File: config.mk
export PLATFORM = sky130hd
export DESIGN_NAME = fsm_flow_ctrl
export DESIGN_NICKNAME = d
export VERILOG_FILES = /design/src/rtl/fsm_flow_pkg.sv /design/src/rtl/fsm_hyst_chan.sv /design/src/rtl/fsm_flow_ctrl.sv
export SDC_FILE = /design/constraint.sdc
export NUM_CORES = 1
export LEC_CHECK = 0
export CORE_MARGIN = 3
export CORE_UTILIZATION = 45
export DETAILED_ROUTE_END_ITERATION = 8
export PLACE_DENSITY = 0.92
export SLEW_MARGIN = 10
export SYNTH_ARGS = -nofsm -noshare
export SYNTH_HDL_FRONTEND = slang
export SYNTH_SLANG_ARGS = --single-unit
File: constraint.sdc
create_clock -name clk -period 2.9 [get_ports clk]
set_input_delay 0.435 -clock clk [delete_from_list [all_inputs] [get_ports clk]]
set_output_delay 0.435 -clock clk [all_outputs]
set_load 0.02 [all_outputs]
File: src/rtl/fsm_flow_pkg.sv
// Shared state encodings and widths for the FIFO-bank flow-control FSM.
// The optional activity counter is enabled by defining FSM_FLOW_STATS_EN.
package fsm_flow_pkg;

    localparam int STATE_W = 3;
    localparam int STAT_W  = 16;

    localparam logic [STATE_W-1:0] RESET  = 3'd0;
    localparam logic [STATE_W-1:0] INIT   = 3'd1;
    localparam logic [STATE_W-1:0] IDLE   = 3'd2;
    localparam logic [STATE_W-1:0] ACTIVE = 3'd3;
    localparam logic [STATE_W-1:0] ERROR  = 3'd4;

    typedef enum logic [STATE_W-1:0] {
        ST_RESET  = RESET,
        ST_INIT   = INIT,
        ST_IDLE   = IDLE,
        ST_ACTIVE = ACTIVE,
        ST_ERROR  = ERROR
    } state_t;

endpackage

File: src/rtl/fsm_hyst_chan.sv
// Per-FIFO pause generator with hysteresis between the low and high thresholds.
// The pause bit is cleared whenever the channel is not enabled.
module fsm_hyst_chan #(
    parameter int LVL_W = 3
) (
    input  logic             clk,
    input  logic             reset,
    input  logic             en,
    input  logic [LVL_W-1:0] level,
    input  logic [LVL_W-1:0] alto,
    input  logic [LVL_W-1:0] bajo,
    output logic             pause
);

    logic pause_reg;

    // Set takes priority; in-band levels keep the previous decision.
    always_ff @(posedge clk) begin
        if (!reset) begin
            pause_reg <= 1'b0;
        end else if (!en) begin
            pause_reg <= 1'b0;
        end else if (level >= alto) begin
            pause_reg <= 1'b1;
        end else if (level <= bajo) begin
            pause_reg <= 1'b0;
        end
    end

    assign pause = pause_reg;

endmodule

File: src/rtl/fsm_flow_ctrl.sv
// Flow-control FSM for the N-FIFO data path: threshold latching, idle tracking,
// per-FIFO pause. Optional ACTIVE cycle counter under FSM_FLOW_STATS_EN.
module fsm_flow_ctrl
    import fsm_flow_pkg::*;
#(
    parameter int NUM_FIFOS = 10,
    parameter int LVL_W     = 3
) (
    input  logic                       clk,
    input  logic                       reset,
    input  logic                       init,
    input  logic [LVL_W-1:0]           umbral_alto,
    input  logic [LVL_W-1:0]           umbral_bajo,
    input  logic [NUM_FIFOS-1:0]       fifo_empty,
    input  logic [NUM_FIFOS*LVL_W-1:0] fifo_level,
    output logic [STATE_W-1:0]         state,
    output logic                       idle,
    output logic                       cfg_error,
    output logic [LVL_W-1:0]           interno_alto,
    output logic [LVL_W-1:0]           interno_bajo,
    output logic [NUM_FIFOS-1:0]       pause,
    output logic [STAT_W-1:0]          active_cycles
);

    state_t           state_reg;
    state_t           state_next;
    logic [LVL_W-1:0] interno_alto_reg;
    logic [LVL_W-1:0] interno_bajo_reg;
    logic             cfg_error_reg;
    logic             all_empty;
    logic             chan_en;

    assign all_empty = &fifo_empty;

    always_comb begin
        state_next = ST_RESET;
        if (init && state_reg != ST_RESET) begin
            state_next = ST_INIT;
        end else begin
            case (state_reg)
                ST_RESET:  state_next = ST_INIT;
                ST_INIT:   state_next = (umbral_bajo >= umbral_alto) ? ST_ERROR : ST_IDLE;
                ST_IDLE:   state_next = all_empty ? ST_IDLE : ST_ACTIVE;
                ST_ACTIVE: state_next = all_empty ? ST_IDLE : ST_ACTIVE;
                ST_ERROR:  state_next = ST_ERROR;
                default:   state_next = ST_RESET;
            endcase
        end
    end

    always_ff @(posedge clk) begin
        if (!reset) begin
            state_reg        <= ST_RESET;
            interno_alto_reg <= '0;
            interno_bajo_reg <= '0;
            cfg_error_reg    <= 1'b0;
        end else begin
            state_reg <= state_next;
            if (state_reg == ST_INIT) begin
                interno_alto_reg <= umbral_alto;
                interno_bajo_reg <= umbral_bajo;
                cfg_error_reg    <= (umbral_bajo >= umbral_alto);
            end
        end
    end

    // Gating on the next state too clears pause on the very edge that leaves ACTIVE.
    assign chan_en = (state_reg == ST_ACTIVE) && (state_next == ST_ACTIVE);

    generate
        for (genvar gi = 0; gi < NUM_FIFOS; gi++) begin : g_chan
            fsm_hyst_chan #(
                .LVL_W (LVL_W)
            ) u_chan (
                .clk   (clk),
                .reset (reset),
                .en    (chan_en),
                .level (fifo_level[gi*LVL_W +: LVL_W]),
                .alto  (interno_alto_reg),
                .bajo  (interno_bajo_reg),
                .pause (pause[gi])
            );
        end
    endgenerate

`ifdef FSM_FLOW_STATS_EN
    logic [STAT_W-1:0] active_cycles_reg;

    always_ff @(posedge clk) begin
        if (!reset) begin
            active_cycles_reg <= '0;
        end else if (state_next == ST_INIT) begin
            active_cycles_reg <= '0;
        end else if (state_reg == ST_ACTIVE && active_cycles_reg != {STAT_W{1'b1}}) begin
            active_cycles_reg <= active_cycles_reg + 1'b1;
        end
    end

    assign active_cycles = active_cycles_reg;
`else
    assign active_cycles = '0;
`endif

    assign state        = state_reg;
    assign idle         = (state_reg == ST_IDLE) && all_empty;
    assign cfg_error    = cfg_error_reg;
    assign interno_alto = interno_alto_reg;
    assign interno_bajo = interno_bajo_reg;

endmodule

==> results of run 1 <==
==> cell usage in the layout (no fill, tap or decap), types with 8 or more instances in the layout <==
cell type,n
nand3_1,10
o31a_1,9
o21ai_0,14
ha_1,63
nor2_1,21
dfxtp_1,20
nor2b_1,15
nor3_1,10
nor3b_1,8
clkdlybuf4s50_1,69
conb_1,16
a21oi_1,8
inv_1,19
o211ai_1,9
==> layout make-up <==
class / instances / share of cell area, %
Multi-Input combinational cell: 206 / 54.9
Timing Repair Buffer: 69 / 23.7
Sequential cell: 20 / 13.7
Tap cell: 65 / 2.79
Inverter: 19 / 2.44
Clock buffer: 3 / 1.42
Clock inverter: 1 / 1.03
==> path summary, 6_finish.rpt <==
kind              startpoint                      to  depth (start not counted)
max            fifo_empty[1]                    idle                          5
min                cfg_error               cfg_error                          1
max reg2reg  interno_bajo[1]  g_chan[2].u_chan.pause                          6
min reg2reg        cfg_error               cfg_error                          1
==> Yosys cell counts, drive strengths merged <==
cell / number / area share, %
nor4bb: 1 / 0.45
and4: 1 / 0.39
buf: 27 / 9.0
a21oi: 8 / 1.8
inv: 19 / 3.2
nand2b: 4 / 1.1
or3: 1 / 0.28
conb: 1 / 0.17
a21boi: 1 / 0.34
dfxtp: 20 / 18
nor2: 21 / 3.5
nor3: 10 / 2.3
o221ai: 1 / 0.39
nand3: 10 / 2.3
mux2i: 2 / 0.90
and2: 2 / 0.56
nand4: 2 / 0.56
a21o: 1 / 0.34
o31a: 9 / 3.5
a31oi: 2 / 0.56
o211a: 1 / 0.45
nor3b: 9 / 3.3
nand2: 3 / 0.51
o211ai: 9 / 3.0
o21ai: 14 / 3.2
clkbuf: 1 / 0.17
ha: 63 / 35
nor2b: 15 / 4.2
==> layer usage <==
layer	global-route usage (%)	vias up	part of all wire (%)	wire length, um
li1	-	1010	-	-
met1	21.2	930	44	2320
met2	32.0	50	50	2630
met3	3.43	4	4.5	235
met4	4.17	0	0.59	31
met5	0	-	0	0
==> power breakdown <==
group          total [uW]  leakage, uW  switching, uW  internal [uW]
combinational         330      0.00111            165            165
sequential            302     0.000163           17.2            285
clock                 291    0.0000357            106            184
total                 922      0.00131            288            634
==> worst max-delay path, cell delays in order <==
cell,delay [ns]
clkdlybuf4s50_1,0.46
nand4_1,0.08
or3_1,0.43
nor3_1,0.15
clkdlybuf4s50_1,0.63
==> cell families (layout without fill, tap and decap cells) <==
logic type      after synthesis  in the layout  synth area share, %
simple gates                 79             79                 19.4
fa+ha+maj                    63             63                 35.5
buf+inv                      47             92                 12.4
compound gates               46             46                 13.6
flops                        20             20                 18.0
mux                           2              2                0.901
other cells                   1             16                0.169
==> per-stage QoR <==
step | total power, uW | instances | utilization [%]
floorplan | 513 | 273 | -
global placement | 621 | 379 | 62.4
detailed placement | 638 | 379 | 62.4
CTS | 929 | 383 | 63.9
global route | 988 | 383 | 63.9
finish | 922 | 383 | 63.9
==> results.py, run 1 <==
metrics = {
    "routing": {
        "vias": 1994,
        "antenna_left": 0,
        "first_iter_violations": 53,
        "wl_um": 5220,
        "drt_pre_antenna_iters": 4,
        "drc": 0,
        "routedWlPerCell_um": 13.6,
        "vias_per_cell": 5.21,
    },
    "layout": {
        "largest_reg_flops": 10,
        "area_growth_syn_to_layout_pct": 31.3,
        "antenna_cells": 0,
        "layout-drive-gt1-share_pct": 1.57,
        "finalInstanceArea_um2": 2920,
        "multiInputGateArea_um2": 1600,
        "nets": 431,
        "regArea_um2": 400,
        "fillers": 393,
    },
    "worst_setup_path": {
        "cp-start-kind": "input pin",
        "path_max_fanout": 3,
        "cp.arrival_ns": 2.19,
        "cp-end-kind": "output port",
        "crit_type": "in -> out",
        "crit_required_ns": 2.47,
        "rrSetupSlack_ns": 1.09,
    },
    "sta": {
        "slew_viol_final": 0,
        "finalClockSkew_ns": 0.00419,
        "fin_crit_sh_pct": 90.6,
        "setup_slack_ns": 0.273,
        "setup_viol": 0,
        "worstMarginPinSlew_ns": 0.676,
        "slew_headroom_pct": 54.7,
        "clock.fmax_mhz": 381,
        "rsz0062_at_grt": "no",
        "whs_ns": 0.510,
        "fin_crit_ns": 2.63,
        "hold_viol": 0,
        "setup_tns_ns": 0,
    },
    "synthesis": {
        "synth_cell_types": 30,
        "avgSynthCellArea_um2": 8.61,
        "yosys_warnings": 0,
        "syn-cell-area_um2": 2220,
        "syn_inst": 258,
        "synth-seq-cells": 20,
        "yosysSeqAreaShare_pct": 18.0,
    },
    "cts": {
        "htree_levels": 1,
        "clock_sinks": 20,
        "numCtsBuffers": 3,
        "clkLatencyLatePin_ns": 0.27,
        "clockRootBuffer": "clkbuf_8",
        "clk_pin_slew_ns": 0.09,
        "cts_setup_buffers": 0,
        "cts_tree": "yes",
        "clockBufferDepth": 2,
        "cts-resized-gates": 0,
        "cts-hold-fix-buffers": 0,
    },
    "pwr": {
        "power_density_nw_per_um2": 316,
        "p_leak_uw": 0.00131,
        "ir_drop_mv": 0.255,
    },
    "min_path": {
        "hold_class": "reg -> reg",
    },
    "global_routing": {
        "grt_max_degree": 13,
        "overflow": 0,
        "grt_pass1_vias": 1912,
        "grtUsageTotal_pct": 17.6,
        "antenna_found_initial": 0,
        "grt_pass1_wl_um": 8580,
    },
    "place": {
        "dpl-instance-area_um2": 2850,
        "gp_congestion": 0.804,
        "dpl.hpwl_um": 4200,
        "port_buffers": 69,
        "dpl_worst_slack_ns": 0.266,
    },
    "run_status": {
        "status": "finished, final reports clean",
    },
    "floorplanning": {
        "dieArea_um2": 5820,
        "core_region_area_um2": 4560,
        "die_h_um": 76.3,
        "io_pins": 86,
        "die_x_um": 76.3,
        "start_util_pct": 48.7,
        "rows": 24,
    },
    "job": {
        "cap_violations": 0,
    },
}
No activity file was read; power rests on OpenSTA's default activity.
==> run 2: changes to the inputs <==
Settings changed: SLEW_MARGIN 10 to 20.
Clock period 2.9 ns to 3 ns, I/O delays scaled along.
==> run 2 against run 1 <==
Against the previous run: sequential power down 3%; combinational power down 2%; via count down 0.20%; critical path depth unchanged; largest cell class unchanged; final area unchanged; critical path type unchanged.
==> results.py, run 2 (synthesis gave the netlist of run 1 again) <==
metrics = {
    "run_status": {
        "status": "finished, final reports clean",
    },
    "routing": {
        "wl_um": 5370,
        "routedWlPerCell_um": 14.0,
        "drc": 0,
        "first_iter_violations": 68,
        "vias_per_cell": 5.20,
        "vias": 1990,
        "drt_pre_antenna_iters": 4,
        "antenna_left": 0,
    },
    "cts": {
        "clkLatencyLatePin_ns": 0.26,
        "clk_pin_slew_ns": 0.08,
        "clockRootBuffer": "clkbuf_8",
        "numCtsBuffers": 3,
        "clockBufferDepth": 2,
        "cts-hold-fix-buffers": 0,
        "htree_levels": 1,
        "cts_setup_buffers": 0,
        "cts_tree": "yes",
        "cts-resized-gates": 0,
        "clock_sinks": 20,
    },
    "worst_setup_path": {
        "startpoint": "fifo_empty[1]",
        "regToRegStartpoint": "interno_bajo[1]",
        "path_max_fanout": 3,
        "cp.arrival_ns": 2.20,
        "rrSetupSlack_ns": 1.23,
        "cp-start-kind": "input pin",
        "cp-end-kind": "output port",
        "r2r_cells": 6,
        "crit_required_ns": 2.55,
        "reg2reg_to": "g_chan[2].u_chan.pause",
        "cp-endpoint": "idle",
        "crit_type": "in -> out",
    },
    "min_path": {
        "hold_class": "reg -> reg",
        "hp-start": "cfg_error",
    },
    "floorplanning": {
        "core_region_area_um2": 4560,
        "die_x_um": 76.3,
        "rows": 24,
        "io_pins": 86,
        "dieArea_um2": 5820,
        "die_h_um": 76.3,
        "start_util_pct": 48.7,
    },
    "pwr": {
        "swShare_pct": 31.3,
        "cellInternalPower_uw": 614,
        "combPwrFrac_pct": 36.0,
        "p_leak_uw": 0.00131,
        "power_density_nw_per_um2": 306,
        "power_switching_uw": 280,
        "power_frac_seq_pct": 32.7,
        "ir_drop_mv": 0.236,
        "power_frac_clock_pct": 31.3,
    },
    "sta": {
        "hold_viol": 0,
        "clock.fmax_mhz": 377,
        "fin_crit_sh_pct": 88.5,
        "rsz0062_at_grt": "no",
        "setup_tns_ns": 0,
        "slew_headroom_pct": 53.6,
        "slew_viol_final": 0,
        "worstMarginPinSlew_ns": 0.692,
        "finalClockSkew_ns": 0.00400,
        "fin_crit_ns": 2.65,
        "setup_viol": 0,
    },
    "place": {
        "dpl.hpwl_um": 4330,
        "port_buffers": 69,
        "gp_congestion": 0.805,
        "dpl-instance-area_um2": 2850,
    },
    "global_routing": {
        "overflow": 0,
        "antenna_found_initial": 0,
        "grtUsageTotal_pct": 18.5,
        "grt_max_degree": 13,
        "grt_pass1_wl_um": 8990,
        "grt_pass1_vias": 2015,
    },
    "layout": {
        "layout_commonest_cell": "clkdlybuf4s50_1",
        "finalInstanceArea_um2": 2920,
        "antenna_cells": 0,
        "mostFrequentLayoutCells": "69 x clkdlybuf4s50_1, 63 x ha_1, 21 x nor2_1",
        "nets": 431,
        "largest_reg_flops": 10,
        "area_growth_syn_to_layout_pct": 31.3,
        "fillers": 412,
        "layout-drive-gt1-share_pct": 1.57,
    },
    "job": {
        "cap_violations": 0,
    },
}
==> run 2: cell counts in the layout (fill, tap and decap cells not counted) <==
No cell type changed its count.
==> run 2: area by class of cell <==
type	count	area [um2]	area share [%]
clock buffers	3	41.3	1.42
clock inverters	1	30.0	1.03
inverters	19	71.3	2.44
multi-input cells	206	1600	54.9
flip-flops and latches	20	400	13.7
well taps	65	81.3	2.79
repair buffers	69	691	23.7
==> run 2: worst min-delay path by stage <==
| stage | to | cells past startpoint |
|---|---|---|
| after detailed placement | cfg_error | 1 |
| after global routing | cfg_error | 1 |
| after CTS | cfg_error | 1 |
| final | cfg_error | 1 |
| after floorplan | state[2] | 1 |
| after global placement | cfg_error | 1 |
==> run 2: routing by layer <==
metal	routed length, um	GRT usage [%]	up-vias
li1	-	-	1010
met5	0	0	-
met4	42	4.17	0
met2	2750	34.2	60
met3	258	2.96	4
met1	2320	22.2	916
==> run 2: stage by stage <==
step	cells	total power [uW]	hold slack [ns]	utilization, %	setup WS, ns
6_report	383	894	0.512	63.9	0.345
5_1_grt	383	963	0.547	63.9	0.271
4_1_cts	383	903	0.518	63.9	0.336
3_5_place_dp	379	620	0.493	62.4	0.340
3_3_place_gp	379	600	0.484	62.4	0.376
2_1_floorplan	273	496	0.528	-	1.06
==> run 2: power groups by stage <==
stage	clock, uW	sequential, uW	combinational [uW]
2_1_floorplan	0	304	192
3_5_place_dp	0	298	322
6_report	280	292	322
4_1_cts	286	292	324
3_3_place_gp	0	297	303
5_1_grt	302	295	367
==> run 2: worst max-delay path, stage by stage <==
cell             delay (ns)
clkdlybuf4s50_1        0.46
nand4_1                0.09
or3_1                  0.42
nor3_1                 0.15
clkdlybuf4s50_1        0.63
==> patch 1 (settings of run 1) <==
Set the package constant `STAT_W` to 20 (it was 16).
--- a/src/rtl/fsm_flow_pkg.sv
+++ b/src/rtl/fsm_flow_pkg.sv
@@ -3,7 +3,7 @@
 package fsm_flow_pkg;
 
     localparam int STATE_W = 3;
-    localparam int STAT_W  = 16;
+    localparam int STAT_W  = 20;
 
     localparam logic [STATE_W-1:0] RESET  = 3'd0;
     localparam logic [STATE_W-1:0] INIT   = 3'd1;
Ports: changed (resized active_cycles); port bits go from 86 to 90. No check against the original RTL was run, so the function may have changed too.
==> patch 1 against run 1 <==
  * Area after synthesis up 1.4%
  * Clock power about the same
  * Sequential cell count unchanged
  * Worst setup slack better by 0.033 ns
  * Routed wire length up 2.2%
  * Largest power group unchanged
  * Via count up 2.0%
  * Largest cell class unchanged
  * Critical path type unchanged
  * Design area up 0.86%
  * Count of clock-buffer cells in the layout unchanged
  * Total power up 0.90%
  * Utilization down 2.4 points
==> patch 1: results (changes against run 1) <==
Slew Limit Fails = 0 (unchanged)
htree depth = 1 (unchanged)
Max Cap Violations = 0 (unchanged)
DR iter-0 viols = 66 (+25%)
sequential-to-total area share from yosys stat = 17.78% (-0.24 points)
Setup WS pre-CTS = 0.3003 ns (+0.03462 ns)
share of synthesized registers carrying an async set or reset = 0% (unchanged)
routed wl met3 = 308 um (+31%)
number of global-route vias before repair = 2025 (+5.9%)
r2r endpoint = g_chan[6].u_chan.pause
Max VDD drop = 0.2590 mV (+1.6%)
GRT met3 Usage = 4.460% (+1.0 points)
post-route minimum period = 2.594 ns (-0.03330 ns)
Worst Setup SP = fifo_empty[2]
Top FF cell, synth = dfxtp_1
met1 Usage GRT = 20.53% (-0.70 points)
DR pass1 iterations = 4 (unchanged)
worst-skew pair later-pin latency = 0.26 ns
max reg flops = 10 (unchanged)
HPWL after DPL = 4180 um (-0.54%)
Clock Path Buffers = 2 (unchanged)
Post-CTS Setup Bufs = 0 (unchanged)
clk root buf = clkbuf_8
layer with the highest usage = met2
Critical Path AT = 2.16 ns (-0.03 ns)
grt met2 use = 33.19% (+1.2 points)
most frequent cells after synthesis = ha_1 (63), buf_4 (30), nor2_1 (21)
R2R setup slack = 1.14 ns (+0.05 ns)
adder-cell area share of the yosys netlist = 35.00% (-0.47 points)
skew final = 0.001917 ns (-0.002274 ns)
# setup viols final = 0 (unchanged)
global-route wire length before repair = 8949 um (+4.3%)
outcome = completed
main area contributors after synthesis = ha_1 (35%), dfxtp_1 (18%), buf_4 (10%)
mux cell area share after synthesis = 0.8889% (-0.012 points)
DR vias = 2034 (+2.0%)
Slew headroom = 54.63% (-0.11 points)
Met1 Wirelength = 2334 um (+0.60%)
nets = 436 (+1.2%)
Static Leak = 1.324 nW (+1.4%)
post-synthesis compound-gate area fraction = 13.44% (-0.18 points)
fill count = 423 (+7.6%)
gpl congestion = 0.8072 (+0.35%)
Met2 Wirelength = 2605 um (-0.95%)
Worst Hold Class = flip-flop to flip-flop
Avg WL per Cell = 13.67 um (+0.39%)
Global Route Usage Sum = 18.15% (+0.53 points)
share of layout cells above drive strength 1 = 1.858% (+0.29 points)
total clock buffers created by CTS = 3 (unchanged)
XOR/XNOR Fraction of Synth Area = 0% (unchanged)
[patch 1: cell types whose count changed after synthesis, sizes merged]
cell,delta
buf,+4
[patch 1: cell type report]
| cell class | instances | area [um2] | area share, % |
|---|---|---|---|
| repair buffers | 70 | 698.2 | 23.72 |
| flip-flops and latches | 20 | 400.4 | 13.61 |
| multi-input cells | 210 | 1618 | 54.97 |
| clock buffers | 3 | 41.29 | 1.403 |
| well taps | 67 | 83.83 | 2.849 |
| inverters | 19 | 71.32 | 2.423 |
| clock inverters | 1 | 30.03 | 1.020 |
[patch 1: how the worst min path moves through the flow]
stage / startpoint / endpoint / slack, ns / cells after the start
after CTS: cfg_error / cfg_error / 0.52 / 1
after detailed placement: cfg_error / cfg_error / 0.49 / 1
after global routing: cfg_error / cfg_error / 0.54 / 1
after global placement: cfg_error / cfg_error / 0.49 / 1
final: cfg_error / cfg_error / 0.52 / 1
after floorplan: init / state[2] / 0.51 / 1
[patch 1: report_power, final]
| part | leakage [nW] | internal [mW] | switching, mW |
|---|---|---|---|
| Clock | 0.0357 | 0.184 | 0.106 |
| Combinational | 1.13 | 0.167 | 0.174 |
| Sequential | 0.163 | 0.285 | 0.0149 |
[patch 1: cells by family after synthesis]
group / Yosys count
multiplexers: 2
AO/OA/AOI/OAI: 46
adder cells (fa/ha/maj): 63
flip-flops: 20
buffers and inverters: 51
AND/OR/NAND/NOR: 79
other: 1
[patch 1: critical path, cell delays in order]
cell and delay (ns):
clkdlybuf4s50_1 0.46, nand4_1 0.08, or3_1 0.41, nor3_1 0.14, clkdlybuf4s50_1 0.63
[patch 1: stage by stage]
stage	cell area, um2	instances
after global routing	2943	390
after global placement	2872	386
after CTS	2943	390
after floorplan	2323	281
after detailed placement	2872	386
final	2943	390
==> patch 2 (settings of run 1) <==
Without the edit above. Put one more register stage on the output `cfg_error`, cleared by the reset. The value now appears one clock later. The other outputs are not delayed to match.
--- a/src/rtl/fsm_flow_ctrl.sv
+++ b/src/rtl/fsm_flow_ctrl.sv
@@ -103,7 +103,13 @@
 
     assign state        = state_reg;
     assign idle         = (state_reg == ST_IDLE) && all_empty;
-    assign cfg_error    = cfg_error_reg;
+    always_ff @(posedge clk) begin
+        if (!reset) begin
+            cfg_error <= '0;
+        end else begin
+            cfg_error <= cfg_error_reg;
+        end
+    end
     assign interno_alto = interno_alto_reg;
     assign interno_bajo = interno_bajo_reg;
 
Behaviour: not the same (a bounded check fails within 4 cycles, from zero or initial values and one cycle with reset low).
==> patch 2 against run 1 <==
  * Worst setup slack better by 0.015 ns
  * Area after synthesis up 1.4%
  * Design area up 0.47%
  * Final cell count up 1.3%
  * Total power down 6.8%
  * Sequential cell count up 1
  * Register-to-register slack better by 0.02 ns
  * Via count up 2.2%
  * Largest power group unchanged
  * Clock power down 29%
  * Non-clock buffer count up 1
  * Critical path type unchanged
  * Routed wire length up 3.8%
  * Utilization down 2.7 points
==> patch 2: results (changes against run 1) <==
skew final = 0.008295 ns (+0.004104 ns)
number of global-route vias before repair = 2120 (+11%)
Static Leak = 1.308 nW (+0.17%)
Final Instance Count excl. Fillers = 388 (+1.3%)
share of layout cells above drive strength 1 = 1.869% (+0.30 points)
delay-heaviest family, CP = buffers and inverters
nature of the critical path startpoint = primary input
crit-path max FO = 3 (unchanged)
outcome = completed
worst-skew pair later-pin latency = 0.27 ns (about the same)
Placed Instances = 384 (+1.3%)
gpl congestion = 0.7876 (-2.1%)
GRT met3 Usage = 4.108% (+0.68 points)
main area contributors after synthesis = ha_1 (35%), dfxtp_1 (19%), buf_4 (8.7%)
htree depth = 1 (unchanged)
Cells after Synth = 261 (+1.2%)
share of synthesized registers carrying an async set or reset = 0% (unchanged)
hold path start = cfg_error_reg
PostCTS Resize Cnt = 0 (unchanged)
most frequent cells after synthesis = ha_1 (63), buf_4 (26), dfxtp_1 (21), nor2_1 (21), inv_1 (19)
Largest stage delay, worst path = 0.64 ns
grt met2 use = 35.45% (+3.5 points)
met1 Usage GRT = 21.68% (+0.45 points)
routed vias/inst = 5.253 (+0.89%)
P_int = 563.3 uW (-11%)
register area = 420.4 um2 (+5.0%)
Max VDD drop = 0.2430 mV (-4.6%)
port bufs = 69 (unchanged)
Total Wirelength = 5413 um (+3.8%)
HPWL after DPL = 4331 um (+3.1%)
fill count = 426 (+8.4%)
Post-CTS Setup Bufs = 0 (unchanged)
max reg flops = 10 (unchanged)
placed cell areas = 0.002883 mm2 (+1.3%)
global-route wire length before repair = 9301 um (+8.5%)
R2R setup slack = 1.11 ns (+0.02 ns)
DR iter-0 viols = 50 (-5.7%)
DR pass1 iterations = 4 (unchanged)
Slew headroom = 51.32% (-3.4 points)
nets = 434 (+0.70%)
Clk pin slew, worst setup/hold paths = 0.09 ns (about the same)
Worst Setup EP = idle
r2r endpoint = g_chan[9].u_chan.pause
largest net degree at the start of global routing = 14 (+1)
Clock Path Buffers = 2 (unchanged)
sequential-to-total area share from yosys stat = 18.67% (+0.65 points)
Global Route Usage Sum = 18.70% (+1.1 points)
Distinct cells, synth = 30 (unchanged)
Worst Hold Endpoint = cfg_error
-- patch 2: final cells by class --
type | count | share of cell area (%)
Multi-Input combinational cell | 207 | 54.89
Timing Repair Buffer | 70 | 23.82
Sequential cell | 21 | 14.34
Tap cell | 67 | 2.860
Inverter | 19 | 2.433
Clock buffer | 3 | 1.408
Clock inverter | 1 | 0.2561
-- patch 2: per-layer routing --
metal	vias to the layer above	part of all wire [%]
met2	72	51
met4	0	0.24
met1	946	42
met5	-	0
met3	2	6.6
li1	1018	-
-- patch 2: kinds of logic (layout without fill, tap and decap cells) --
group	after synthesis	after routing	synth area share [%]
simple gates	80	80	19.44
mux	2	2	0.8889
fa+ha+maj	63	63	35.00
other cells	1	16	0.1665
flops	21	21	18.67
buf+inv	48	93	12.39
compound gates	46	46	13.44
-- patch 2: power by group through the flow --
stage	logic [mW]	registers, mW	clock network, mW
final	0.337	0.314	0.208
after global routing	0.387	0.317	0.223
after CTS	0.339	0.314	0.209
after detailed placement	0.338	0.321	0
after global placement	0.316	0.320	0
after floorplan	0.200	0.329	0
-- patch 2: per-stage QoR --
| step | hold slack [ns] | worst slack (ns) | power, mW |
|---|---|---|---|
| after floorplan | 0.4306 | 0.9782 | 0.5287 |
| after global placement | 0.4540 | 0.3142 | 0.6364 |
| after detailed placement | 0.4517 | 0.2828 | 0.6590 |
| after CTS | 0.4825 | 0.2923 | 0.8628 |
| after global routing | 0.5254 | 0.2489 | 0.9264 |
| final | 0.4875 | 0.2882 | 0.8597 |
